## src/rtl/parity_stream_accumulator_pkg.sv

```systemverilog
// Shared types and helpers for the streaming parity accumulator and its
// future companion checker.
package parity_pkg;

   typedef enum logic {
      ACCUM = 1'b0,
      HOLD  = 1'b1
   } par_state_t;

   localparam int XOR_MAX_W = 64;

   // Checker-side parity reference; narrower words are zero-extended by the caller.
   function automatic logic xor_reduce(input logic [XOR_MAX_W-1:0] value);
      return ^value;
   endfunction

endpackage

```

## src/rtl/parity_stream_accumulator_word_parity.sv

```systemverilog
// Generalised parity cell: folds every bit of a WIDTH-bit word into one bit.
module word_parity
   import parity_pkg::*;
#(
   parameter int WIDTH = 4
) (
   input  logic [WIDTH-1:0] data_i,
   output logic             parity_o
);

   // Linear fold is written for clarity; synthesis balances it into a tree.
   always_comb begin
      parity_o = 1'b0;
      for (int i = 0; i < WIDTH; i++) begin
         parity_o = parity_o ^ data_i[i];
      end
   end

endmodule

```

## src/rtl/parity_stream_accumulator.sv

```systemverilog
// Streaming packet parity generator: accumulates word parity across a packet
// and presents one parity/count/overflow result per packet on a handshake.
module parity_stream_accumulator
   import parity_pkg::*;
#(
   parameter  int WIDTH     = 4,
   parameter  int MAX_WORDS = 16,
   localparam int CNT_W     = $clog2(MAX_WORDS + 1)
) (
   input  logic             clk,
   input  logic             reset,
   input  logic             in_valid,
   output logic             in_ready,
   input  logic [WIDTH-1:0] in_data,
   input  logic             in_last,
   input  logic             odd_mode,
   output logic             out_valid,
   input  logic             out_ready,
   output logic             out_parity,
   output logic [CNT_W-1:0] out_count,
   output logic             out_err
);

   localparam logic [CNT_W-1:0] CntMax = CNT_W'(MAX_WORDS);

   par_state_t       state_q, state_d;
   logic             acc_q, acc_d;
   logic [CNT_W-1:0] cnt_q, cnt_d;
   logic             mode_q, mode_d;
   logic             err_q, err_d;
   logic             outValid_q, outValid_d;
   logic             outParity_q, outParity_d;
   logic [CNT_W-1:0] outCount_q, outCount_d;
   logic             outErr_q, outErr_d;

   logic             wordPar;
   logic             beatFire;
   logic             overflow;
   logic             beatMode;
   logic [CNT_W-1:0] cntInc;

   word_parity #(.WIDTH(WIDTH)) u_word_parity (
      .data_i   (in_data),
      .parity_o (wordPar)
   );

   // Acceptance depends only on registered state, never on out_ready.
   assign in_ready = (state_q == ACCUM);

   assign beatFire = in_valid && in_ready;
   assign overflow = (cnt_q == CntMax);
   assign cntInc   = overflow ? cnt_q : cnt_q + CNT_W'(1);
   assign beatMode = (cnt_q == '0) ? odd_mode : mode_q;

   // Next-state: accumulate beats in ACCUM, park the result in HOLD until taken.
   always_comb begin
      state_d     = state_q;
      acc_d       = acc_q;
      cnt_d       = cnt_q;
      mode_d      = mode_q;
      err_d       = err_q;
      outValid_d  = outValid_q;
      outParity_d = outParity_q;
      outCount_d  = outCount_q;
      outErr_d    = outErr_q;

      case (state_q)
         ACCUM: begin
            if (beatFire) begin
               acc_d = acc_q ^ wordPar;
               cnt_d = cntInc;
               if (overflow) begin
                  err_d = 1'b1;
               end
               if (cnt_q == '0) begin
                  mode_d = odd_mode;
               end
               if (in_last) begin
                  outParity_d = acc_q ^ wordPar ^ beatMode;
                  outCount_d  = cntInc;
                  outErr_d    = err_q | overflow;
                  outValid_d  = 1'b1;
                  acc_d       = 1'b0;
                  cnt_d       = '0;
                  err_d       = 1'b0;
                  state_d     = HOLD;
               end
            end
         end
         HOLD: begin
            if (out_ready) begin
               outValid_d = 1'b0;
               state_d    = ACCUM;
            end
         end
         default: begin
            state_d = ACCUM;
         end
      endcase
   end

   // Reset discards any partial packet and any pending result.
   always_ff @(posedge clk or posedge reset) begin
      if (reset) begin
         state_q     <= ACCUM;
         acc_q       <= 1'b0;
         cnt_q       <= '0;
         mode_q      <= 1'b0;
         err_q       <= 1'b0;
         outValid_q  <= 1'b0;
         outParity_q <= 1'b0;
         outCount_q  <= '0;
         outErr_q    <= 1'b0;
      end else begin
         state_q     <= state_d;
         acc_q       <= acc_d;
         cnt_q       <= cnt_d;
         mode_q      <= mode_d;
         err_q       <= err_d;
         outValid_q  <= outValid_d;
         outParity_q <= outParity_d;
         outCount_q  <= outCount_d;
         outErr_q    <= outErr_d;
      end
   end

   assign out_valid  = outValid_q;
   assign out_parity = outParity_q;
   assign out_count  = outCount_q;
   assign out_err    = outErr_q;

endmodule
```

## config.mk

```make
export PLATFORM = sky130hd
export DESIGN_NAME = parity_stream_accumulator
export DESIGN_NICKNAME = d
export VERILOG_FILES = /design/src/rtl/parity_stream_accumulator_pkg.sv /design/src/rtl/parity_stream_accumulator_word_parity.sv /design/src/rtl/parity_stream_accumulator.sv
export SDC_FILE = /design/constraint.sdc
export NUM_CORES = 1
export LEC_CHECK = 0
export ABC_AREA = 1
export CAP_MARGIN = 20
export CORE_UTILIZATION = 55
export CTS_BUF_LIST = sky130_fd_sc_hd__clkbuf_4 sky130_fd_sc_hd__clkbuf_8
export DETAILED_ROUTE_END_ITERATION = 8
export PLACE_DENSITY = 0.93
export SLEW_MARGIN = 10
export SYNTH_ARGS = -nofsm -noshare
export SYNTH_HDL_FRONTEND = slang
export SYNTH_SLANG_ARGS = --single-unit
```

## constraint.sdc

```tcl
create_clock -name clk -period 3.7 [get_ports clk]
set_input_delay 0.37 -clock clk [delete_from_list [all_inputs] [get_ports clk]]
set_output_delay 0.37 -clock clk [all_outputs]
set_load 0.05 [all_outputs]
```

* After elaboration in Yosys (flattened, before gate mapping) *
Cells that the tools add are included.

cells by class
  multiplexer cells = 14
  order comparisons = 0
  bitwise gates (word level) = 7
  shift-type cells = 0
  equal/unequal tests = 4
  $mul = 0
  add/sub/neg operators = 1
  divide/modulo/power cells = 0
  reduce and logical (&&, ||, !) cells = 7

operator list
  kind                                            number
  two-way mux 1 bit                               10
  two-way mux 5 bit                               2
  AND reduction 3 bit                             3
  adder 5 x 1 -> 5 bit (second input constant)    1
  equality test 5 bit (second input constant)     1
  logical NOT 5 bit                               1
  bitwise XOR 1 bit                               5
  != test 2 x 1 -> 1 bit (second input constant)  2
  case mux 1 bit (2 select lines)                 2
  != test 2 bit (second input constant)           1
  AND reduction 2 bit                             1
  nonzero test 2 bit                              1
  logical AND 1 bit                               1
  NOT 1 bit                                       1
  OR 1 bit                                        1

storage, ports and cells
  memory bits (read-only) = 0
  RAM bits = 0
  register bits after elaboration = 17
  memories = 0
  input bits = 10
  latch bits = 0

* Depth between registers and ports, before layout *
Gate-level depths: netlist of the first run.

  depth in word-level cells = 5
  gate-level depth with buffers = 9
  mapped depth without buffers = 9

* Hierarchy *
From an unflattened synthesis of the first run, not the netlist that was laid out.

second synthesis, totals
  cells, all modules = 104
  area, all modules = 903.4 µm²

by module, submodules not included
  module                     times used  seq. area each (µm²)  cells an instance  area each (µm²)
  parity_stream_accumulator  1           425.4                 89                 839.6
  word_parity                1           0.0                   15                 63.8

* Worst setup path before layout of the first run *
Ideal clock, no wire load.

  path kind = register to register
  start point = register state_q
  end point = register outCount_q[1] (netlist: out_count[1])
  stages on the path, launching flop included = 8
  required time = 3.580 ns
  buffers on the path = 1
  setup slack = 2.430 ns
  arrival = 1.151 ns
  path through = dfrtp_1 inv_2 nand2_4 nor2_8 inv_4 buf_6 nand2_1 o21ai_2

between the ends
  cells in the longest elaborated chain, start to end = 3

RTL lines
  what                               RTL line                          RTL
  start: declaration                 parity_stream_accumulator.sv:26   par_state_t state_q, state_d;
  start signal: assignment           parity_stream_accumulator.sv:115  state_q <= state_d;
  NOT 1 bit (no line) (*)            -
  net in_ready                       parity_stream_accumulator.sv:13   output logic in_ready,
  logical AND 1 bit                  parity_stream_accumulator.sv:50   assign beatFire = in_valid && in_ready;
  AND reduction 3 bit (no line) (*)  -
  end signal: assignment             parity_stream_accumulator.sv:122  outCount_q <= outCount_d;
  end: declaration                   parity_stream_accumulator.sv:33   logic [CNT_W-1:0] outCount_q, outCount_d;

Mark *: on every way through the listed nets, which the timed path passes. The rest lies on a longest branch.
A chain may end at the register's enable or synchronous reset.

* Worst setup path in the final report of the first run *
  start point = register state_q
  end point = output port in_ready

between the ends
  cells in the longest elaborated chain, start to end = 1

RTL lines
  what                 RTL line
  NOT 1 bit (no line)  -
  end: declaration     parity_stream_accumulator.sv:13

No other way between the ends.

==> impl_metrics.py, run 1 <==
metrics = {
    "floorplan": {
        "rows": 14,
        "die_h_um": 42.0,
        "top_level_ports": 19,
        "die_w_um": 42.0,
        "dieArea_um2": 1770,
        "effective_utilization_at_floorplan_pct": 58.6,
        "fp.coreArea_um2": 1510,
    },
    "layout": {
        "filler_cell_count": 106,
        "layout_commonest_cell": "sky130_fd_sc_hd__nand2_1",
        "layout.cells.most_common_list": "27 x sky130_fd_sc_hd__nand2_1, 18 x sky130_fd_sc_hd__clkdlybuf4s50_1, 17 x sky130_fd_sc_hd__dfrtp_1, 13 x sky130_fd_sc_hd__inv_1, 10 x sky130_fd_sc_hd__nand3_1",
        "num_antenna_cells": 0,
        "layout-area-overhead-vs-synth_pct": 24.8,
        "fraction_of_layout_instances_using_a_drive_strength_above_1_pct": 12.4,
        "final_standard_cell_count_with_taps_included_and_fillers_excluded": 137,
        "layout.nets": 134,
    },
    "place": {
        "io_buffers": 18,
        "routabilityCongestion": 0.866,
        "dpl.cell_count": 133,
        "hpwl_mm": 1.26,
        "dp_slack_ns": 2.06,
    },
    "setup_path": {
        "crit_path_top_delay_cell": "sky130_fd_sc_hd__clkdlybuf4s50_1",
        "timing.critical_path.to_type": "output port",
        "crit_path_start_kind": "flop",
        "critical-path-max-stage-delay_ns": 0.80,
        "timing_worst_setup_path_type": "reg -> out",
        "crit_required_ns": 3.33,
        "crit_path_cell_trace": "inv_2 -> clkdlybuf4s50_1",
        "worst_ep_arrival_time_ns": 1.59,
        "timing.critical_path.fanout_max": 3,
    },
    "clock_tree": {
        "cts_max_path_buffers": 2,
        "post_cts_resized": 0,
        "clk_root_buffer_cell": "sky130_fd_sc_hd__clkbuf_4",
        "clkTransAtPathRegs_ns": 0.10,
        "worst_skew_pair.late_latency_ns": 0.30,
        "cts-buffers-inserted": 3,
        "clkSinkCount": 17,
        "cts.hold.buffers_added": 0,
        "cts_tree": "done",
        "post_cts.repair.setup_buffers": 0,
        "cts-htree-levels": 1,
    },
    "worst_hold_path": {
        "worst_hold_path_type": "in -> async",
    },
    "sta": {
        "max_freq_ghz": 0.510,
        "tightest_slew_ns": 0.631,
        "final_hold_viol_count": 0,
        "setup_viol": 0,
        "finalSetupTns_ns": 0,
        "worst_slew_margin_rel_pct": 57.9,
        "maxSlewViolCount": 0,
        "worst_slack_ns": 1.74,
        "rsz0062_at_grt": "false",
        "finClkSkew_ns": 0.00775,
        "period_needed_ns": 1.96,
        "layout_worst_path_cycle_share_pct": 53.0,
    },
    "yosys": {
        "ys.warnings.count": 0,
        "syn_area_um2": 882,
        "post_synth.cell_area_avg_um2": 8.82,
        "synth-seq-cells": 17,
        "yosys.cell_types.count": 21,
        "sequential_fraction_of_the_synthesis_area_pct": 48.2,
        "synth_cells": 100,
        "net_count_of_the_mapped_netlist": 112,
    },
    "global_routing": {
        "grt_pass1_vias": 691,
        "groute.usage.overall_pct": 21.9,
        "maximum_number_of_pins_on_one_net_before_global_route_repair": 18,
        "gr-total-overflow": 0,
        "grt_first_pass_wirelength_mm": 2.88,
        "number_of_antenna_violations_at_the_first_check_in_global_routing": 0,
    },
    "power": {
        "power.ir.vdd_worst_uv": 431,
        "power_density_nw_per_um2": 560,
        "static-leakage-power_nw": 0.542,
    },
    "detailed_routing": {
        "vias_per_cell": 5.21,
        "detailedRoute.firstIterationViolations": 15,
        "drcViolationCount": 0,
        "drt_pre_antenna_iters": 4,
        "via_count": 714,
        "wire_per_inst_um": 11.9,
        "antenna_violating_nets_left": 0,
        "routed_wl_mm": 1.63,
    },
    "run_status": {
        "status": "finished, final reports clean",
    },
    "flow_run": {
        "max_capacitance_violation_total": 0,
    },
}
worst max-delay path, delay by kind of cell, from the launching register on:
| kind | cells | cell delay [ns] |
|---|---|---|
| buffers and inverters | 2 | 0.89 |
| flip-flops | 1 | 0.41 |
stage by stage:
step	cell area, um^2	power, mW	utilization (%)	hold WS [ns]
finish	1100	0.616	73.1	0.441
global route	1100	0.657	73.1	0.493
CTS	1100	0.621	73.1	0.455
detailed placement	1070	0.514	71.1	0.476
global placement	1070	0.501	71.1	0.466
floorplan	882	0.435	-	0.296
report_power, final:
part           internal, mW  switching, mW  total [mW]  leakage (nW)
clock network        0.0412         0.0614       0.103        0.0139
registers             0.222         0.0255       0.248         0.223
logic                0.0927          0.173       0.266         0.305
total                 0.356          0.260       0.616         0.542
path summary, 6_finish.rpt:
kind                       slack (ns)  cells past startpoint                   from                     end
max                              1.74                      2      state_q$_DFF_PP0_                in_ready
max reg2reg                      2.33                      9   cnt_q[0]$_DFFE_PP0P_  out_parity$_DFFE_PP0P_
min in group clk                 0.50                      2  out_valid$_DFFE_PP0P_   out_valid$_DFFE_PP0P_
min reg2reg                      0.50                      2  out_valid$_DFFE_PP0P_   out_valid$_DFFE_PP0P_
max in group asynchronous        2.85                      2                  reset       acc_q$_DFFE_PP0P_
min                              0.44                      2                  reset     out_err$_DFFE_PP0P_
layout make-up:
class                   count  area, um^2  share of cell area, %
flip-flops and latches     17         425                   38.6
multi-input cells          65         379                   34.4
repair buffers             18         180                   16.4
inverters                  17        66.3                   6.02
clock buffers               3        22.5                   2.05
well taps                  16        20.0                   1.82
clock inverters             1        7.51                  0.682
layer usage:
layer	up-vias	global-route usage (%)	routed length, um
met2	20	35.0	820
met3	7	3.02	53
met1	326	27.6	683
met5	-	0	0
met4	0	15.0	71
li1	361	-	-
logic make-up after synthesis:
logic type | count (synthesis) | synth area share [%]
flip-flops | 17 | 48.2
buffers and inverters | 18 | 8.79
adder cells (fa/ha/maj) | 2 | 2.84
AO/OA/AOI/OAI | 14 | 9.65
XOR/XNOR | 6 | 5.96
AND/OR/NAND/NOR | 43 | 24.5
cells in the mapped netlist:
cell                       instances  area [um^2]
sky130_fd_sc_hd__nand2_1          27          101
sky130_fd_sc_hd__dfrtp_1          17          425
sky130_fd_sc_hd__inv_1            13         48.8
sky130_fd_sc_hd__nand3_1          10         50.1
sky130_fd_sc_hd__o21ai_1           8         40.0
sky130_fd_sc_hd__xor2_1            5         43.8
sky130_fd_sc_hd__inv_2             3         11.3
sky130_fd_sc_hd__o22ai_1           3         18.8
sky130_fd_sc_hd__ha_1              2         25.0
sky130_fd_sc_hd__a211oi_2          1         12.5
sky130_fd_sc_hd__buf_6             1         11.3
sky130_fd_sc_hd__inv_4             1         6.26
sky130_fd_sc_hd__nand2_2           1         6.26
sky130_fd_sc_hd__nand2_4           1         11.3
sky130_fd_sc_hd__nand3_2           1         10.0
sky130_fd_sc_hd__nand4_1           1         6.26
sky130_fd_sc_hd__nor2_4            1         11.3
sky130_fd_sc_hd__nor2_8            1         20.0
sky130_fd_sc_hd__o21ai_0           1         5.00
sky130_fd_sc_hd__o21ai_2           1         8.76
sky130_fd_sc_hd__xnor2_1           1         8.76
sequential cells by signal (all words and copies together) (netlist names):
name / cells
cnt_q: 5
out_count: 5
acc_q: 1
err_q: 1
mode_q: 1
out_err: 1
out_parity: 1
out_valid: 1
state_q: 1
No activity file was read; power rests on OpenSTA's default activity.
==> run 2: changes to the inputs <==
--- a/config.mk
+++ b/config.mk
@@ -7,10 +7,10 @@
 export LEC_CHECK = 0
 export ABC_AREA = 1
 export CAP_MARGIN = 20
-export CORE_UTILIZATION = 55
+export CORE_UTILIZATION = 46
 export CTS_BUF_LIST = sky130_fd_sc_hd__clkbuf_4 sky130_fd_sc_hd__clkbuf_8
 export DETAILED_ROUTE_END_ITERATION = 8
-export PLACE_DENSITY = 0.93
+export PLACE_DENSITY = 0.83
 export SLEW_MARGIN = 10
 export SYNTH_ARGS = -nofsm -noshare
 export SYNTH_HDL_FRONTEND = slang
==> constraint.sdc (replaced) <==
create_clock -name clk -period 1.7 [get_ports clk]
set_input_delay 0.17 -clock clk [delete_from_list [all_inputs] [get_ports clk]]
set_output_delay 0.17 -clock clk [all_outputs]
set_load 0.05 [all_outputs]
==> run 2 against run 1 <==
Compared with the run above: total power up 110%; global-route usage decreased by 4.1 points; clock skew is 0.0063 ns lower; first-iteration DRC count up 27%; critical path depth down 1; sequential cell count stayed put; setup slack got worse by 1.7 ns; largest cell class unchanged; largest power group unchanged.
==> impl_metrics.py, run 2 (synthesized netlist as in run 1, its figures left out) <==
metrics = {
    "layout": {
        "layout.cells.most_common_list": "27 x sky130_fd_sc_hd__nand2_1, 17 x sky130_fd_sc_hd__dfrtp_1, 17 x sky130_fd_sc_hd__clkdlybuf4s50_1, 13 x sky130_fd_sc_hd__inv_1, 10 x sky130_fd_sc_hd__nand3_1",
        "layout.nets": 134,
        "layout-area-overhead-vs-synth_pct": 25.5,
        "num_antenna_cells": 0,
        "final_core_utilization_pct": 62.8,
        "final_standard_cell_count_with_taps_included_and_fillers_excluded": 146,
        "filler_cell_count": 155,
        "fraction_of_layout_instances_using_a_drive_strength_above_1_pct": 13.2,
        "layout_commonest_cell": "sky130_fd_sc_hd__nand2_1",
        "finalInstanceArea_um2": 1110,
    },
    "global_routing": {
        "number_of_antenna_violations_at_the_first_check_in_global_routing": 0,
        "gr-total-overflow": 0,
        "grt_first_pass_wirelength_mm": 2.62,
        "groute.usage.overall_pct": 17.8,
        "grt_pass1_vias": 677,
        "maximum_number_of_pins_on_one_net_before_global_route_repair": 18,
    },
    "setup_path": {
        "cp_top_family": "buffers and inverters",
        "crit_path_start_kind": "flop",
        "cp_num_buf_inv": 1,
        "timing.critical_path.to_type": "output port",
        "timing.critical_path.fanout_max": 2,
        "crit_required_ns": 1.53,
        "rr_endpoint": "out_parity$_DFFE_PP0P_",
        "timing.reg2reg.worst_path_depth": 9,
        "crit_path_top_delay_cell": "sky130_fd_sc_hd__clkdlybuf4s50_1",
        "timing_worst_setup_path_type": "reg -> out",
        "regToRegSetupSlack_ns": 0.39,
        "critical-path-max-stage-delay_ns": 0.80,
        "launch_instance_of_the_worst_register_to_register_path": "cnt_q[0]$_DFFE_PP0P_",
        "crit_path_cell_trace": "clkdlybuf4s50_1",
        "worst_ep_arrival_time_ns": 1.46,
    },
    "sta": {
        "fin_hold_ws_ns": 0.251,
        "worst_slack_ns": 0.0737,
        "tightest_slew_ns": 0.626,
        "setup_viol": 0,
        "layout_worst_path_cycle_share_pct": 95.7,
        "period_needed_ns": 1.63,
        "finalSetupTns_ns": 0,
        "worst_slew_margin_rel_pct": 58.2,
        "maxSlewViolCount": 0,
        "max_freq_ghz": 0.615,
        "final_hold_viol_count": 0,
        "rsz0062_at_grt": "false",
        "finClkSkew_ns": 0.00149,
    },
    "power": {
        "pwr-share-clk_pct": 16.2,
        "power.share.sequential_pct": 40.7,
        "share_of_total_power_consumed_by_net_switching_pct": 41.5,
        "power_density_nw_per_um2": 1200,
        "static-leakage-power_nw": 0.547,
        "switchingPower_uw": 550,
        "total_power_mw": 1.32,
        "combinational_cell_fraction_of_total_power_pct": 43.1,
        "power.ir.vdd_worst_uv": 717,
        "p_int_uw": 774,
    },
    "flow_run": {
        "max_capacitance_violation_total": 0,
    },
    "clock_tree": {
        "cts-htree-levels": 1,
        "clk_root_buffer_cell": "sky130_fd_sc_hd__clkbuf_4",
        "cts-buffers-inserted": 3,
        "cts_max_path_buffers": 2,
        "clkTransAtPathRegs_ns": 0.10,
        "post_cts.repair.setup_buffers": 0,
        "cts.hold.buffers_added": 0,
        "post_cts_resized": 0,
        "clkSinkCount": 17,
        "worst_skew_pair.late_latency_ns": 0.29,
        "cts_tree": "done",
    },
    "detailed_routing": {
        "vias_per_cell": 5.05,
        "detailedRoute.firstIterationViolations": 19,
        "via_count": 737,
        "routed_wl_mm": 1.60,
        "drcViolationCount": 0,
        "antenna_violating_nets_left": 0,
        "wire_per_inst_um": 11.0,
        "drt_pre_antenna_iters": 4,
    },
    "floorplan": {
        "rows": 15,
        "die_w_um": 45.8,
        "fp.coreArea_um2": 1760,
        "die_h_um": 45.8,
        "top_level_ports": 19,
        "dieArea_um2": 2100,
        "effective_utilization_at_floorplan_pct": 50.0,
    },
    "place": {
        "hpwl_mm": 1.29,
        "dpl.cell_count": 142,
        "routabilityCongestion": 0.836,
        "placedInstanceArea_um2": 1080,
        "dp_slack_ns": 0.303,
        "io_buffers": 18,
    },
    "run_status": {
        "status": "finished, final reports clean",
    },
    "worst_hold_path": {
        "worst_hold_path_type": "in -> async",
    },
}
==> run 2: cell count changes in the layout (fill, tap and decap cells not counted) <==
| cell | before | now |
|---|---|---|
| sky130_fd_sc_hd__clkdlybuf4s50_1 | 18 | 17 |
| sky130_fd_sc_hd__clkinv_2 | 0 | 1 |
| sky130_fd_sc_hd__buf_4 | 0 | 1 |
| sky130_fd_sc_hd__clkinvlp_4 | 1 | 0 |
==> run 2: metal layers <==
metal  global-route usage [%]  vias to the layer above  share of wire (%)
met3                     3.97                        6                5.8
met5                        0                        -                  0
li1                         -                      369                  -
met1                     19.2                      338                 43
met2                     32.0                       24                 49
met4                     9.41                        0                2.5
==> run 2: how the worst max path moves through the flow <==
stage,startpoint,endpoint,slack (ns),cells past startpoint
3_5_place_dp,in_data[0],out_parity$_DFFE_PP0P_,0.30,10
3_3_place_gp,in_data[0],out_parity$_DFFE_PP0P_,0.39,10
5_1_grt,out_count[1]$_DFFE_PP0P_,out_count[1],0.03,1
4_1_cts,out_count[4]$_DFFE_PP0P_,out_count[4],0.06,1
2_1_floorplan,state_q$_DFF_PP0_,out_count[1]$_DFFE_PP0P_,0.43,7
6_report,out_count[0]$_DFFE_PP0P_,out_count[0],0.07,1
==> run 2: layout make-up <==
| cell class | instances | area (um^2) | area share (%) |
|---|---|---|---|
| Clock buffer | 3 | 22.5 | 2.03 |
| Clock inverter | 1 | 5.00 | 0.452 |
| Inverter | 17 | 66.3 | 5.99 |
| Multi-Input combinational cell | 65 | 379 | 34.2 |
| Sequential cell | 17 | 425 | 38.4 |
| Tap cell | 25 | 31.3 | 2.82 |
| Timing Repair Buffer | 18 | 178 | 16.0 |
==> run 2: power groups by stage <==
stage                     Clock, mW  Combinational (mW)  Sequential [mW]
after CTS                     0.218               0.574            0.538
after detailed placement          0               0.573            0.546
after global routing          0.234               0.615            0.549
after floorplan                   0               0.250            0.696
after global placement            0               0.554            0.541
final                         0.214               0.571            0.538
